## src/rtl/instr_encoder_loader.sv

```systemverilog
// instr_encoder_loader
// Packs instruction field bundles into 32-bit R / I / JI / JII words and
// streams them into instruction memory at consecutive addresses from 0.
// Writes appear one cycle after the bundle is accepted. The load stops once
// LAST_ADDR has been written. A sticky flag records any I-format immediate
// that does not fit in 17 bits signed.

module instr_encoder_loader #(
    parameter int unsigned ADDR_WIDTH = 12,
    parameter int unsigned LAST_ADDR  = 4095
) (
    input  logic                  clock,
    input  logic                  reset,
    input  logic                  clear,
    input  logic                  in_valid,
    output logic                  in_ready,
    input  logic [1:0]            fmt,
    input  logic [4:0]            opcode,
    input  logic [4:0]            rd,
    input  logic [4:0]            rs,
    input  logic [4:0]            rt,
    input  logic [4:0]            shamt,
    input  logic [4:0]            aluop,
    input  logic [31:0]           imm,
    input  logic [26:0]           target,
    output logic                  imem_wren,
    output logic [ADDR_WIDTH-1:0] imem_addr,
    output logic [31:0]           imem_data,
    output logic [ADDR_WIDTH:0]   count,
    output logic                  full,
    output logic                  err_imm_ovf
);

    // Load FSM encoding
    localparam logic [0:0] ST_LOAD = 1'b0;
    localparam logic [0:0] ST_FULL = 1'b1;

    // Instruction formats
    localparam logic [1:0] FMT_R   = 2'b00;
    localparam logic [1:0] FMT_I   = 2'b01;
    localparam logic [1:0] FMT_JI  = 2'b10;
    localparam logic [1:0] FMT_JII = 2'b11;

    localparam logic [ADDR_WIDTH-1:0] LAST_PTR = ADDR_WIDTH'(LAST_ADDR);

    logic [0:0]            state_q,     state_d;
    logic [ADDR_WIDTH-1:0] wr_ptr_q,    wr_ptr_d;
    logic [ADDR_WIDTH:0]   count_q,     count_d;
    logic                  wren_q,      wren_d;
    logic [ADDR_WIDTH-1:0] addr_q,      addr_d;
    logic [31:0]           data_q,      data_d;
    logic                  err_q,       err_d;

    logic                  accept;
    logic [31:0]           enc_word;
    logic                  imm_ovf;

    // Handshake: only the LOAD state accepts, and clear blocks acceptance
    always_comb begin
        in_ready = (state_q == ST_LOAD) && !clear;
        accept   = in_valid && in_ready;
    end

    // Field packing per format; fields not used by the format are ignored
    always_comb begin
        enc_word = '0;
        imm_ovf  = 1'b0;
        case (fmt)
            FMT_R:   enc_word = {opcode, rd, rs, rt, shamt, aluop, 2'b00};
            FMT_I: begin
                enc_word = {opcode, rd, rs, imm[16:0]};
                // Fits 17-bit signed only if bits 31..17 all copy bit 16
                imm_ovf  = (imm[31:17] != {15{imm[16]}});
            end
            FMT_JI:  enc_word = {opcode, target};
            FMT_JII: enc_word = {opcode, rd, 22'b0};
            default: enc_word = '0;
        endcase
    end

    // Next-state: clear beats accept; the write port holds addr/data when idle
    always_comb begin
        state_d  = state_q;
        wr_ptr_d = wr_ptr_q;
        count_d  = count_q;
        wren_d   = 1'b0;
        addr_d   = addr_q;
        data_d   = data_q;
        err_d    = err_q;

        if (clear) begin
            state_d  = ST_LOAD;
            wr_ptr_d = '0;
            count_d  = '0;
            err_d    = 1'b0;
        end else if (accept) begin
            wren_d  = 1'b1;
            addr_d  = wr_ptr_q;
            data_d  = enc_word;
            count_d = count_q + 1'b1;
            if (imm_ovf) begin
                err_d = 1'b1;
            end
            // The last address ends the load; the pointer is left there
            if (wr_ptr_q == LAST_PTR) begin
                state_d = ST_FULL;
            end else begin
                wr_ptr_d = wr_ptr_q + 1'b1;
            end
        end
    end

    // State registers with synchronous active-high reset
    always_ff @(posedge clock) begin
        if (reset) begin
            state_q  <= ST_LOAD;
            wr_ptr_q <= '0;
            count_q  <= '0;
            wren_q   <= 1'b0;
            addr_q   <= '0;
            data_q   <= '0;
            err_q    <= 1'b0;
        end else begin
            state_q  <= state_d;
            wr_ptr_q <= wr_ptr_d;
            count_q  <= count_d;
            wren_q   <= wren_d;
            addr_q   <= addr_d;
            data_q   <= data_d;
            err_q    <= err_d;
        end
    end

    // Output mapping
    always_comb begin
        imem_wren   = wren_q;
        imem_addr   = addr_q;
        imem_data   = data_q;
        count       = count_q;
        full        = (state_q == ST_FULL);
        err_imm_ovf = err_q;
    end

endmodule

```

## config.mk

```make
export PLATFORM = sky130hd
export DESIGN_NAME = instr_encoder_loader
export DESIGN_NICKNAME = d
export VERILOG_FILES = /design/src/rtl/instr_encoder_loader.sv
export SDC_FILE = /design/constraint.sdc
export NUM_CORES = 1
export LEC_CHECK = 0
export CELL_PAD_IN_SITES_DETAIL_PLACEMENT = 1
export CELL_PAD_IN_SITES_GLOBAL_PLACEMENT = 1
export CORE_ASPECT_RATIO = 0.9
export CORE_UTILIZATION = 31
export DETAILED_ROUTE_END_ITERATION = 8
export PLACE_DENSITY = 0.89
export SYNTH_ARGS = -nofsm -noshare
export SYNTH_HDL_FRONTEND = slang
export SYNTH_SLANG_ARGS = --single-unit
```

## constraint.sdc

```tcl
create_clock -name clock -period 3.25 [get_ports clock]
set_clock_uncertainty 0.15 [all_clocks]
set_input_delay 0.65 -clock clock [delete_from_list [all_inputs] [get_ports clock]]
set_output_delay 0.65 -clock clock [all_outputs]
set_load 0.01 [all_outputs]
```

; Word level (Yosys, flattened, before mapping)
; Index checks and enable logic that the tools add are counted.
[word_totals]
reg_bits = 72
in_bits = 95
output_inout_bits = 61
word_cells = 29
[classes]
n_addsub = 2
n_eq_ne = 5
muxes = 3
bitwise = 3
reduce_logical = 9
[op_table]
columns = op, n
row1 = case mux 32 bit (4 select lines), 1
row2 = inequality test 15 bit, 1
row3 = "adder 13 x 1 -> 13 bit, second input constant", 1
row4 = "adder 12 x 1 -> 12 bit, second input constant", 1
row5 = "== test 12 bit, second input constant", 1
row6 = AND reduction 2 bit, 4
row7 = "== test 2 bit, second input constant", 2
row8 = NOT 1 bit, 3
row9 = "== test 2 x 1 -> 1 bit, second input constant", 1
row10 = logical AND 1 bit, 2
row11 = logical NOT 2 bit, 1
row12 = two-way mux 1 bit, 2
row13 = OR reduction 2 bit, 1
row14 = logical NOT 1 bit, 1

; Logic depth before layout (Yosys ltp)
[logic_depth]
word_depth = 4
mapped_depth = 6
mapped_depth_nobuf = 5

; Worst setup path before layout
; OpenSTA, ideal clock, no wires.
[synth_timing]
kind = input to register
from = input clear
to = register wr_ptr_q[2]
setup_time_ns = 0.070
t_arrival_ns = 1.741
path_slack_ns = 1.288
stages = 4
path_buffers = 1
path_cell_list = or3b_1 -> clkbuf_1 -> or4_1 -> a21oi_1
[synth_via]
elab_chain_len = 4
word_cells_on_any_way = 5
cone_classes = 5 x reduce/logical
[synth_rtl]
columns = element, line
row1 = "start, declared", 14  ; input logic clear,
row2 = logical NOT 1 bit, 60  ; in_ready = (state_q == ST_LOAD) && !clear;
row3 = logical AND 1 bit, 60
row4 = logical AND 1 bit, 61  ; accept = in_valid && in_ready;
row5 = AND reduction 2 bit (no line), -
row6 = "end signal, assigned", 125  ; wr_ptr_q <= wr_ptr_d;
row7 = "end, declared", 47  ; logic [ADDR_WIDTH-1:0] wr_ptr_q, wr_ptr_d;
; Parallel ways exist; a longest one is shown, timed or not.
; A chain may end at the register's enable or synchronous reset.

; Final worst setup path
[layout_timing]
from = input clear
to = output in_ready
[layout_via]
elab_chain_len = 2
[layout_rtl]
columns = element, line
row1 = logical NOT 1 bit, 60
row2 = logical AND 1 bit, 60
row3 = "end, declared", 16  ; output logic in_ready,
; Every way passes these cells.

==> out/metrics.cfg <==
[timing]
finalHoldViolCount = 0
slew_viol_final = 0
tightest_slew_ns = 0.808
setup_violations = 0
finalSetupTns_ns = 0
clock.fmax_ghz = 0.360
slew_headroom_pct = 46.1
rsz0062_at_grt = false
min_period_ns = 2.78
fin_crit_sh_pct = 85.5

[job]
cap_violations = 0

[floorplan]
core_mm2 = 0.0102
die_w_um = 110
dieArea_mm2 = 0.0110
num_rows = 35
io_pins = 156
die_y_um = 99.5
start_util_pct = 32.0

[critical_path]
critPathMaxFanout = 6
worstSetupEndpointType = output pin
critPathMostFrequentCell = clkdlybuf4s50_1
required_ns = 2.45
crit_type = input port to output pin
cp_slowest_cell = clkdlybuf4s50_1
arrival_ns = 1.98
r2r_cells = 4
max_stage_delay_ns = 0.55
crit_chain = clkdlybuf4s50_1, buf_4, nor2_1, clkdlybuf4s50_1
startpoint_type = input port

[cts]
cts_root_buf = clkbuf_16
clk-insertion-delay-late_ns = 0.32
path_clk_slew_ns = 0.06
cts_sinks = 72
cts_resized = 0
holdBufCountCts = 0
htreeDepth = 3
cts_made_buffers = 9
cts_tree = done
cts_buffer_depth = 2
post_cts_buffers = 0

[grt]
grt_max_degree = 46
track_usage_pct = 20.9
grt_pass1_vias = 3690
antenna_found_initial = 0
grt_overflow = 0
grt_pass1_wl_um = 17700

[routing]
drt_pass1_iterations = 4
drtAntennaViolNets = 0
routed_wl_um = 11200
avgViaCountPerCell = 5.17
initialDrtViolationCount = 62
wl_per_cell_um = 16.4
num_vias = 3528
drc = 0

[placed_design]
placed_cell_area_mm2 = 0.00494
place_congestion = 0.769
io_buffers = 155
dp_hpwl_um = 8390

[yosys]
syn_area_per_cell_um2 = 8.15
ys_top_cells_by_count = dfxtp_1, nor2_1, nand2_1
synth_most_common_cell = dfxtp_1
synth-edff-count = 0
ys_top_cells_by_area = dfxtp_1, nor2_1, a21oi_1
synth_top_area_cell = dfxtp_1
synth_ff_type = dfxtp_1
synthArstFlopShare_pct = 0
syn_nets = 499
seq_area_frac_synth_pct = 44.0
netlist_instances = 402
ys_types = 44
ys_ff_latch = 72
syn_area_mm2 = 0.00328
synth_top_area_share_pct = 44.0
yosys_warnings = 0

[pwr]
ir_drop_v = 0.000317
p_total_mw = 2.42
powerDensity_mw_per_mm2 = 456
switchingPower_mw = 0.523
sw_frac_of_total_pct = 21.6
sequentialPowerShare_pct = 38.3
power_frac_clock_pct = 48.1
p_int_mw = 1.90
leakage_nw = 1.83
pwr-share-comb_pct = 13.6

[cells_and_area]
fin_area_mm2 = 0.00530
fillCellCount = 1226
diodes = 0
syn2layout_area_growth_pct = 61.8
layout-drive-gt1-share_pct = 5.60
nets = 646

[worst_hold_path]
min_path_cells = 2
hp-class = flip-flop to flip-flop

[status]
status = finished clean

[layout make-up]
class                   instances  area [um2]  area share [%]
clock buffers                  12         256            4.84
repair buffers                164        1610            30.5
clock inverters                 4        98.8            1.87
multi-input cells             294        1700            32.0
inverters                       8        30.0           0.567
flip-flops and latches         72        1440            27.2
well taps                     129         161            3.05
[critical path, delay by kind of cell]
family / cells / cell delay, ns
buffers and inverters: 3 / 1.21
AND/OR/NAND/NOR: 1 / 0.12
[cell families (layout without fill, tap and decap cells)]
family | Yosys count | after routing | share of synthesized area (%)
AOI/OAI and AO/OA | 93 | 93 | 17.9
xor gates and xnor gates | 11 | 11 | 2.94
adders and majority gates | 2 | 2 | 0.764
buffers and inverters | 36 | 188 | 4.39
DFF | 72 | 72 | 44.0
muxes | 20 | 20 | 6.11
and+or+nand+nor | 168 | 168 | 23.9
[state kept, by name, indices dropped and copies added (netlist names)]
name and count:
count 13, err_imm_ovf 1, full 1, imem_addr 12
imem_data 32, imem_wren 1, wr_ptr_q 12
[power groups by stage]
stage | logic (mW) | registers, mW | clock network [mW]
final | 0.328 | 0.927 | 1.16
after global routing | 0.354 | 0.929 | 1.23
after CTS | 0.332 | 0.927 | 1.19
after detailed placement | 0.331 | 0.945 | 0
after global placement | 0.322 | 0.944 | 0
after floorplan | 0.111 | 0.955 | 0
[metal layers]
| layer | track usage [%] | up-vias | part of all wire, % |
|---|---|---|---|
| met5 | 0 | - | 0 |
| met4 | 6.58 | 0 | 1.7 |
| met3 | 7.40 | 17 | 7.3 |
| met2 | 37.6 | 116 | 50 |
| met1 | 22.6 | 1671 | 41 |
| li1 | - | 1724 | - |
[metrics by stage]
stage | cells | hold WS, ns | setup WS [ns] | util [%]
2_1_floorplan | 402 | 0.304 | 1.29 | -
3_3_place_gp | 667 | 0.292 | 0.427 | 48.2
3_5_place_dp | 667 | 0.302 | 0.366 | 48.2
4_1_cts | 683 | 0.310 | 0.475 | 51.7
5_1_grt | 683 | 0.329 | 0.435 | 51.7
6_report | 683 | 0.308 | 0.472 | 51.7
[final timing paths]
kind | from | to | slack [ns]
max reg2reg | full | wr_ptr_q[5] | 1.09
max | clear | in_ready | 0.47
min reg2reg | imem_addr[6] | imem_addr[6] | 0.31
min | imem_addr[6] | imem_addr[6] | 0.31
[cell usage in the layout, fill, tap and decap left out, drive strengths merged, types with 2 or more instances in the layout]
master / synthesis / layout
a21oi: 44 / 44
o2111ai: 2 / 2
or3: 5 / 5
mux2i: 20 / 20
clkdlybuf4s50: 0 / 154
bufinv: 0 / 3
nand3: 8 / 8
or4: 2 / 2
inv: 8 / 9
dfxtp: 72 / 72
o41ai: 2 / 2
xnor2: 9 / 9
nand4: 9 / 9
buf: 14 / 10
xor2: 2 / 2
a31oi: 4 / 4
o21ai: 6 / 6
clkbuf: 14 / 12
a221oi: 7 / 7
nand2: 46 / 46
nor3: 15 / 15
o31ai: 3 / 3
nor2: 67 / 67
a211oi: 21 / 21
nor4: 4 / 4
ha: 2 / 2
(Power assumes the default switching activity.)
